`src/rtl/sfx_pkg.sv`:
```
// Shared types and clip table for the sound-effect sequencer.
// Clip table entries are indexed by sfx_t; table values never wrap the ROM.
package sfx_pkg;

   typedef enum logic [2:0] {
      SFX_NONE     = 3'd0,
      SFX_CHOMP    = 3'd1,
      SFX_EATGHOST = 3'd2,
      SFX_START    = 3'd3,
      SFX_DEATH    = 3'd4
   } sfx_t;

   typedef enum logic [1:0] {
      ST_IDLE,
      ST_FETCH,
      ST_LOAD,
      ST_OUT
   } seq_state_t;

   // Indexed by sfx_t: NONE, CHOMP, EATGHOST, START, DEATH
   localparam int unsigned SFX_BASE [5] = '{32'd0, 32'd16384, 32'd18432, 32'd0,     32'd22528};
   localparam int unsigned SFX_LEN  [5] = '{32'd0, 32'd2048,  32'd4096,  32'd16384, 32'd12288};

   // Higher rank wins arbitration: death > start > eatghost > chomp.
   function automatic logic [2:0] sfx_rank(input sfx_t s);
      case (s)
         SFX_DEATH:    return 3'd4;
         SFX_START:    return 3'd3;
         SFX_EATGHOST: return 3'd2;
         SFX_CHOMP:    return 3'd1;
         default:      return 3'd0;
      endcase
   endfunction

endpackage

```
`src/rtl/sfx_priority_encoder.sv`:
```
// Fixed-priority arbiter over the request edge pulses.
// Define SFX_PREEMPT_EN to let a strictly higher-priority request abort a playing clip.
module sfx_priority_encoder
   import sfx_pkg::*;
(
   input  logic pulse_start,
   input  logic pulse_chomp,
   input  logic pulse_eatghost,
   input  logic pulse_death,
   input  sfx_t active,
   output sfx_t winner,
   output logic take
);

   always_comb begin
      winner = SFX_NONE;
      if (pulse_death)
         winner = SFX_DEATH;
      else if (pulse_start)
         winner = SFX_START;
      else if (pulse_eatghost)
         winner = SFX_EATGHOST;
      else if (pulse_chomp)
         winner = SFX_CHOMP;
   end

   always_comb begin
      take = 1'b0;
      if (winner != SFX_NONE) begin
         if (active == SFX_NONE)
            take = 1'b1;
`ifdef SFX_PREEMPT_EN
         else if (sfx_rank(winner) > sfx_rank(active))
            take = 1'b1;
`else
         else
            take = 1'b0;
`endif
      end
   end

endmodule

```
`src/rtl/sfx_sequencer.sv`:
```
// Sound-effect sequencer: arbitrates game events, walks clip ROM ranges, feeds the codec.
// Optional build macro SFX_PREEMPT_EN enables higher-priority clip preemption.
//
// state    | meaning
// ST_IDLE  | no clip; codec fed silence every write_ready cycle
// ST_FETCH | rom_addr presented to the ROM
// ST_LOAD  | ROM data converted and registered into writedata
// ST_OUT   | current sample offered to the codec REPEAT times
module sfx_sequencer
   import sfx_pkg::*;
#(
   parameter int REPEAT = 4,
   parameter int ADDR_W = 16
) (
   input  logic              CLOCK_50,
   input  logic              reset,
   input  logic              req_start,
   input  logic              req_chomp,
   input  logic              req_eatghost,
   input  logic              req_death,
   output logic [ADDR_W-1:0] rom_addr,
   input  logic [7:0]        rom_q,
   input  logic              write_ready,
   output logic              write,
   output logic [23:0]       writedata,
   output logic              busy,
   output sfx_t              active_sfx
);

   localparam int REP_W = (REPEAT > 1) ? $clog2(REPEAT) : 1;
   localparam logic [REP_W-1:0] REP_LAST = REP_W'(REPEAT - 1);

   seq_state_t        state, state_nxt;
   logic [ADDR_W-1:0] addr_nxt;
   logic [ADDR_W-1:0] end_addr, end_nxt;
   logic [REP_W-1:0]  rep, rep_nxt;
   logic [23:0]       data_nxt;
   sfx_t              active_nxt;

   logic [3:0]        req_now, req_q, pulses;
   logic              primed;
   sfx_t              winner;
   logic              take;
   logic [ADDR_W-1:0] clip_base, clip_end;
   logic              sample_valid;

   // primed keeps a level held across reset release from looking like a new edge
   assign req_now = {req_death, req_start, req_eatghost, req_chomp};
   assign pulses  = req_now & ~req_q & {4{primed}};

   sfx_priority_encoder u_prio (
      .pulse_start    (pulses[2]),
      .pulse_chomp    (pulses[0]),
      .pulse_eatghost (pulses[1]),
      .pulse_death    (pulses[3]),
      .active         (active_sfx),
      .winner         (winner),
      .take           (take)
   );

   assign clip_base = ADDR_W'(SFX_BASE[winner]);
   assign clip_end  = clip_base + ADDR_W'(SFX_LEN[winner]) - ADDR_W'(1);

   assign sample_valid = (state == ST_IDLE) || (state == ST_OUT);
   assign write        = write_ready & sample_valid;
   assign busy         = (state != ST_IDLE);

   always_ff @(posedge CLOCK_50 or posedge reset) begin
      if (reset) begin
         state      <= ST_IDLE;
         rom_addr   <= '0;
         end_addr   <= '0;
         rep        <= '0;
         writedata  <= '0;
         active_sfx <= SFX_NONE;
         req_q      <= '0;
         primed     <= 1'b0;
      end else begin
         state      <= state_nxt;
         rom_addr   <= addr_nxt;
         end_addr   <= end_nxt;
         rep        <= rep_nxt;
         writedata  <= data_nxt;
         active_sfx <= active_nxt;
         req_q      <= req_now;
         primed     <= 1'b1;
      end
   end

   always_comb begin
      state_nxt  = state;
      addr_nxt   = rom_addr;
      end_nxt    = end_addr;
      rep_nxt    = rep;
      data_nxt   = writedata;
      active_nxt = active_sfx;

      // A taken request restarts from FETCH whatever the current state.
      if (take) begin
         addr_nxt   = clip_base;
         end_nxt    = clip_end;
         rep_nxt    = '0;
         active_nxt = winner;
         state_nxt  = ST_FETCH;
      end else begin
         case (state)
            ST_IDLE: begin
               data_nxt = '0;
            end
            ST_FETCH: begin
               state_nxt = ST_LOAD;
            end
            ST_LOAD: begin
               data_nxt  = {rom_q ^ 8'h80, 16'h0000};
               rep_nxt   = '0;
               state_nxt = ST_OUT;
            end
            ST_OUT: begin
               if (write) begin
                  if (rep != REP_LAST) begin
                     rep_nxt = rep + REP_W'(1);
                  end else if (rom_addr == end_addr) begin
                     data_nxt   = '0;
                     active_nxt = SFX_NONE;
                     state_nxt  = ST_IDLE;
                  end else begin
                     addr_nxt  = rom_addr + ADDR_W'(1);
                     state_nxt = ST_FETCH;
                  end
               end
            end
            default: begin
               state_nxt = ST_IDLE;
            end
         endcase
      end
   end

endmodule

```
`config.mk`:
```
export PLATFORM = sky130hd
export DESIGN_NAME = sfx_sequencer
export DESIGN_NICKNAME = d
export VERILOG_FILES = /design/src/rtl/sfx_pkg.sv /design/src/rtl/sfx_priority_encoder.sv /design/src/rtl/sfx_sequencer.sv
export SDC_FILE = /design/constraint.sdc
export NUM_CORES = 1
export LEC_CHECK = 0
export BUFFER_PORTS_ARGS = -buffer_cell sky130_fd_sc_hd__buf_2
export CAP_MARGIN = 40
export CORE_MARGIN = 10
export CORE_UTILIZATION = 56
export CTS_BUF_LIST = sky130_fd_sc_hd__clkbuf_8
export CTS_CLUSTER_SIZE = 12
export DETAILED_ROUTE_END_ITERATION = 10
export PLACE_DENSITY = 0.94
export SLEW_MARGIN = 10
export SYNTH_ARGS = -nofsm -noshare
export SYNTH_HDL_FRONTEND = slang
export SYNTH_HIERARCHICAL = 1
export SYNTH_SLANG_ARGS = --single-unit
```
`constraint.sdc`:
```
create_clock -name CLOCK_50 -period 3.4 [get_ports CLOCK_50]
set_clock_uncertainty 0.15 [all_clocks]
set_input_delay 0.34 -clock CLOCK_50 [delete_from_list [all_inputs] [get_ports CLOCK_50]]
set_output_delay 0.34 -clock CLOCK_50 [all_outputs]
set_load 0.01 [all_outputs]
```
# Word-level counts from Yosys, hierarchy flattened
# Memories as Yosys holds them, arrays and structs flattened.
# Index checks and enable logic that the tools add are counted.
# op_classes
add_sub_neg	4
n_lt_le_gt_ge	1
n_eq_ne	13
mux	33
bitwise_logic	7
n_reduce_logical	16
# ops
cell	count
$mux W16	9
$mux W24	3
$pmux W24 S3	1
$mux W3	8
$add A16 B1 Y16 const B	1
$add A16 B16 Y16	1
$eq A16 B16 Y1	1
$sub A16 B1 Y16 const B	1
$mux W2	6
$ne A2 B2 Y1 const B	5
$reduce_bool A3 Y1	3
$and A4 B4 Y4	2
$reduce_and A4 Y1	2
$reduce_bool A2 Y1	4
$ne A3 B3 Y1 const B	2
$pmux W2 S3	1
$reduce_and A3 Y1	2
$reduce_and A5 Y1	1
$eq A2 B2 Y1 const B	2
$ge A4 B4 Y1 const B	1
$mux W1	4
$not A3 Y4	1
$not A4 Y4	1
$pmux W2 S2	1
10 further kinds	11
# totals
reg_bits	68
romBits	512
input_bits	15
output_inout_bits	45
word_cells	84
n_memories	2
# memory_table
memory	depth	word_bits	rd	rd_clocked_by_memory_dff	wr	line_no	text
(no name shown)	8	32	1	0	0	sfx_sequencer.sv:62	assign clip_end = clip_base + ADDR_W'(SFX_LEN[winner]) - ADDR_W'(1);
(no name shown)	8	32	1	0	0	sfx_sequencer.sv:61	assign clip_base = ADDR_W'(SFX_BASE[winner]);

# Logic depth before layout (Yosys ltp)
# logic_depth
ltp_word	13
ltp_mapped	14
ltp_nobuf	14

# Modules after synthesis
# The synthesis kept the hierarchy.
# modules_own_cells
mod	n_inst	cells_each	area_per_inst_um2	seq_area_each_um2
sfx_sequencer	1	262	2524.9	1051.0
sfx_priority_encoder	1	8	42.5	0.0

# Worst setup path after synthesis
# OpenSTA, ideal clock, no wires.
# synth_timing
path_kind	register to register
startpoint	register primed
endpoint	register end_addr[15]
setup_time_ns	0.125
arrival_ns	2.522
t_required_ns	3.125
setup_slack_ns	0.603
stages_incl_launch_ff	14
n_path_buf	0
synth_period_minus_slack_ns	2.797
path_cell_list	dfrtp_1 > and3b_1 > nand2b_1 > a21oi_1 > inv_1 > ha_1 > nor2b_1 > ha_1 > inv_1 > ha_1 > o21a_1 > nor2_1 > xnor2_1 > mux2_2
# synth_between
word_cells_on_any_way	16
classes_between	add/sub: 2; mux: 9; bitwise: 2; reduce/logical: 1; memory: 2
# synth_rtl
element	line_no	text
from (decl)	sfx_sequencer.sv:41	logic primed;
from (signal assigned)	sfx_sequencer.sv:77	primed <= 1'b0;
from (signal assigned)	sfx_sequencer.sv:86	primed <= 1'b1;
$and A4 B4 Y4 *	sfx_sequencer.sv:49	assign pulses = req_now & ~req_q & {4{primed}};
named net pulses[1]	sfx_sequencer.sv:40	logic [3:0] req_now, req_q, pulses;
$mux W3 *	sfx_priority_encoder.sv:21	else if (pulse_eatghost)
$mux W3 *	sfx_priority_encoder.sv:19	else if (pulse_start)
$mux W3 *	sfx_priority_encoder.sv:17	if (pulse_death)
named net winner[0]	sfx_sequencer.sv:42	sfx_t winner;
$not A3 Y4 (implied by the code)	sfx_sequencer.sv:61, sfx_sequencer.sv:62	
$mem_v2 Z8 W32 (on tied branches)	--	
$mux W16 (on tied branches) (2 in a row)	sfx_sequencer.sv:61, sfx_sequencer.sv:62	
$add A16 B16 Y16	sfx_sequencer.sv:62	
$sub A16 B1 Y16	sfx_sequencer.sv:62	
to (signal assigned)	sfx_sequencer.sv:81	end_addr <= end_nxt;
to (decl)	sfx_sequencer.sv:35	logic [ADDR_W-1:0] end_addr, end_nxt;
# The timed path passes the listed nets; every way through them passes the cells marked *. The select of a mux whose other input is x is not followed.
# A chain may end at the register's enable or synchronous reset.

# Worst setup path after layout
# Same ends and word-level chain as after synthesis.

==> results.py <==
metrics = {
    "clocking": {
        "cts-root-buf": "clkbuf_8",
        "tritoncts": "yes",
        "cts-buffers-inserted": 5,
        "clockBufferDepth": 2,
        "clk_latency_ps": 290,
        "cts_max_level": 2,
        "cts.sinks": 42,
        "path_clk_slew_ps": 80,
    },
    "yosys": {
        "synth.most_common_cell": "dfrtp_1",
        "ys_warn_count": 6,
        "synth.largest_area_cell": "dfrtp_1",
        "netlist_area_sq_mm": 0.00257,
        "syn_inst": 270,
        "synth_edf_count": 0,
        "ys_async_sr_fraction_pct": 100,
        "synth_seq_cells": 42,
        "synthFlopType": "dfrtp_1",
        "yosysTopAreaCellShare_pct": 40.9,
        "synth_cell_types": 45,
        "yosysSeqAreaShare_pct": 40.9,
        "synthTopCellsByCount": "dfrtp_1 (42), inv_1 (19), nand2_1 (19), buf_4 (17), nor2_1 (16)",
        "yosys-top-cells-area": "dfrtp_1 (41%), ha_1 (6.8%), buf_4 (5.0%)",
        "syn_avg_cell_area_sq_um": 9.51,
    },
    "sta": {
        "rsz0062_at_grt": "no",
        "hold_viol": 0,
        "setup_slack_ps": 318,
        "fmax_ghz": 0.324,
        "tightestPinTransition_ps": 645,
        "relSlewSlack_pct": 56.8,
        "finalCritPeriodShare_pct": 90.7,
        "fin_setup_tns_ps": 0,
        "finalSetupViolCount": 0,
        "period_needed_ps": 3080,
        "report.final.slew_viol_count": 0,
        "whs_ps": 10.8,
    },
    "place": {
        "placedInstanceArea_sq_mm": 0.00279,
        "gp_congestion": 0.869,
        "portBuffers": 43,
        "place_ws_ps": 359,
        "dp_hpwl_um": 4220,
    },
    "setup_path": {
        "cp.depth": 13,
        "crit_top_cell": "ha_1",
        "cp-end-kind": "register",
        "crit_type": "reg2reg",
        "cp.buffers_inverters": 2,
        "cp-start-kind": "register",
        "path_cells": "and3b_1, nand2b_1, a21oi_1, inv_1, ha_1, nor2b_1, ha_1, inv_1, ha_1, o21a_1, nor2_1, xnor2_1, mux2_2",
        "cp_max_fo": 4,
        "reg2reg_depth": 13,
        "critical_path_arrival_ps": 3120,
        "regToRegSetupSlack_ps": 320,
        "critPathRequiredTime_ps": 3440,
        "cpLargestDelayFamily": "adder cells",
        "slowest_stage": "dfrtp_1",
        "crit_path_max_incr_delay_ps": 400,
    },
    "route": {
        "post-route-drc-count": 0,
        "drt-pass1-iter-count": 4,
        "top_layer": "met4",
        "antenna_left": 0,
        "vias": 2077,
        "dr.first_iter.drc_count": 193,
        "viasPerCell": 5.67,
        "route.met2.wl_um": 2730,
        "wire_per_inst_um": 15.6,
        "drt-met1-wl_um": 2490,
        "wl_met3_um": 391,
        "routed_wirelength_um": 5700,
    },
    "floorplanning": {
        "ios": 60,
        "die_area_sq_mm": 0.00769,
        "die_w_um": 87.7,
        "floorplan.initialDensity_pct": 58.6,
        "rows": 24,
        "core_sq_mm": 0.00438,
        "die_h_um": 87.7,
    },
    "power_and_ir_drop": {
        "powerDensity_mw_per_mm2": 613,
        "p_leak_uw": 0.00139,
        "ir_drop_mv": 0.316,
    },
    "grt": {
        "grt_overflow": 0,
        "grt_max_degree": 43,
        "grt_usage_pct": 15.2,
        "grt_pass1_vias": 2094,
        "grt_pass1_wl_um": 9580,
        "grt_antenna_before_repair": 0,
    },
    "outcome": {
        "outcome": "completed",
    },
    "cells_and_area": {
        "nNetsFinal": 342,
        "fillerInstances": 391,
        "antenna_cells": 0,
        "drive_above_1_share_pct": 21.3,
        "finish.utilization_pct": 65.8,
        "final_area_sq_mm": 0.00289,
        "area_growth_pct": 12.4,
    },
    "hold_path": {
        "hp-class": "in2reg",
        "whs_path_depth": 1,
    },
    "job": {
        "maxCapViolCount": 0,
    },
}
==> power by group <==
group	switching [uW]	total, uW	internal (uW)	leakage [uW]
clock network	167	328	161	0.0000524
logic	414	727	313	0.000797
registers	99.6	714	615	0.000540
==> registers in the layout, indices dropped and copies added, names as in the netlist <==
signal	count
primed	1
state	2
active_sfx	3
writedata	8
req_q	4
rom_addr	16
end_addr	6
rep	2
==> what timing repair did <==
item | 4_1_cts | 5_1_grt
hold buffers | 0 | 1
buffers inserted | 0 | 0
endpoints found under the hold margin | 0 | 1
gates resized for setup | 0 | 0
==> per-layer routing <==
| metal | vias to the layer above | GRT usage (%) |
|---|---|---|
| met2 | 61 | 25.3 |
| met4 | 0 | 5.22 |
| met1 | 999 | 18.0 |
| met3 | 8 | 5.01 |
| met5 | - | 0 |
| li1 | 1009 | - |
==> logic make-up (layout without fill, tap and decap cells) <==
logic type	count (synthesis)	count (layout)	share of synthesized area [%]
other	2	17	0.293
and+or+nand+nor	96	96	20.9
buffers and inverters	46	75	9.31
DFF	42	42	40.9
AOI/OAI and AO/OA	47	47	12.5
xor gates and xnor gates	7	7	2.39
muxes	16	16	6.82
adders and majority gates	14	14	6.82
==> layout make-up <==
cell class | instances | area [sq um] | share of cell area (%)
multi-input combinational | 197 | 1340 | 46.4
timing repair buffer | 48 | 268 | 9.28
tap | 52 | 65.1 | 2.25
clock inverter | 2 | 8.76 | 0.303
sequential | 42 | 1050 | 36.4
clock buffer | 6 | 82.6 | 2.86
inverter | 19 | 71.3 | 2.47
==> worst paths after layout <==
path                            endpoint           from
max in group asynchronous  active_sfx[1]          reset
max                         end_addr[15]         primed
min reg2reg                writedata[23]  writedata[23]
max reg2reg                 end_addr[15]         primed
min in group asynchronous       req_q[1]          reset
min                             req_q[0]      req_chomp
==> stage by stage <==
stage               power (uW)  std cells
floorplan                 1230        285
finish                    1770        366
CTS                       1780        365
global route              1900        366
detailed placement        1450        357
global placement          1410        357
==> cell usage in the layout (no fill, tap or decap), types with 3 or more instances in the layout <==
cell type and count:
a21oi_1 14, and3b_1 4, buf_2 43, buf_4 3, clkbuf_8 6, conb_1 17, dfrtp_1 42, ha_1 14
inv_1 20, mux2_1 3, mux2_2 5, mux2i_1 7, nand2_1 19, nand2b_1 4, nand3_1 9, nand4_1 3
nor2_1 16, nor2b_1 8, nor3_1 5, nor4_1 4, o211ai_1 3, o21ai_0 8, o21ai_1 4, o31ai_1 8
or3_1 4, or4_1 10, xor2_1 5
Power figures use the tool's default switching activity.
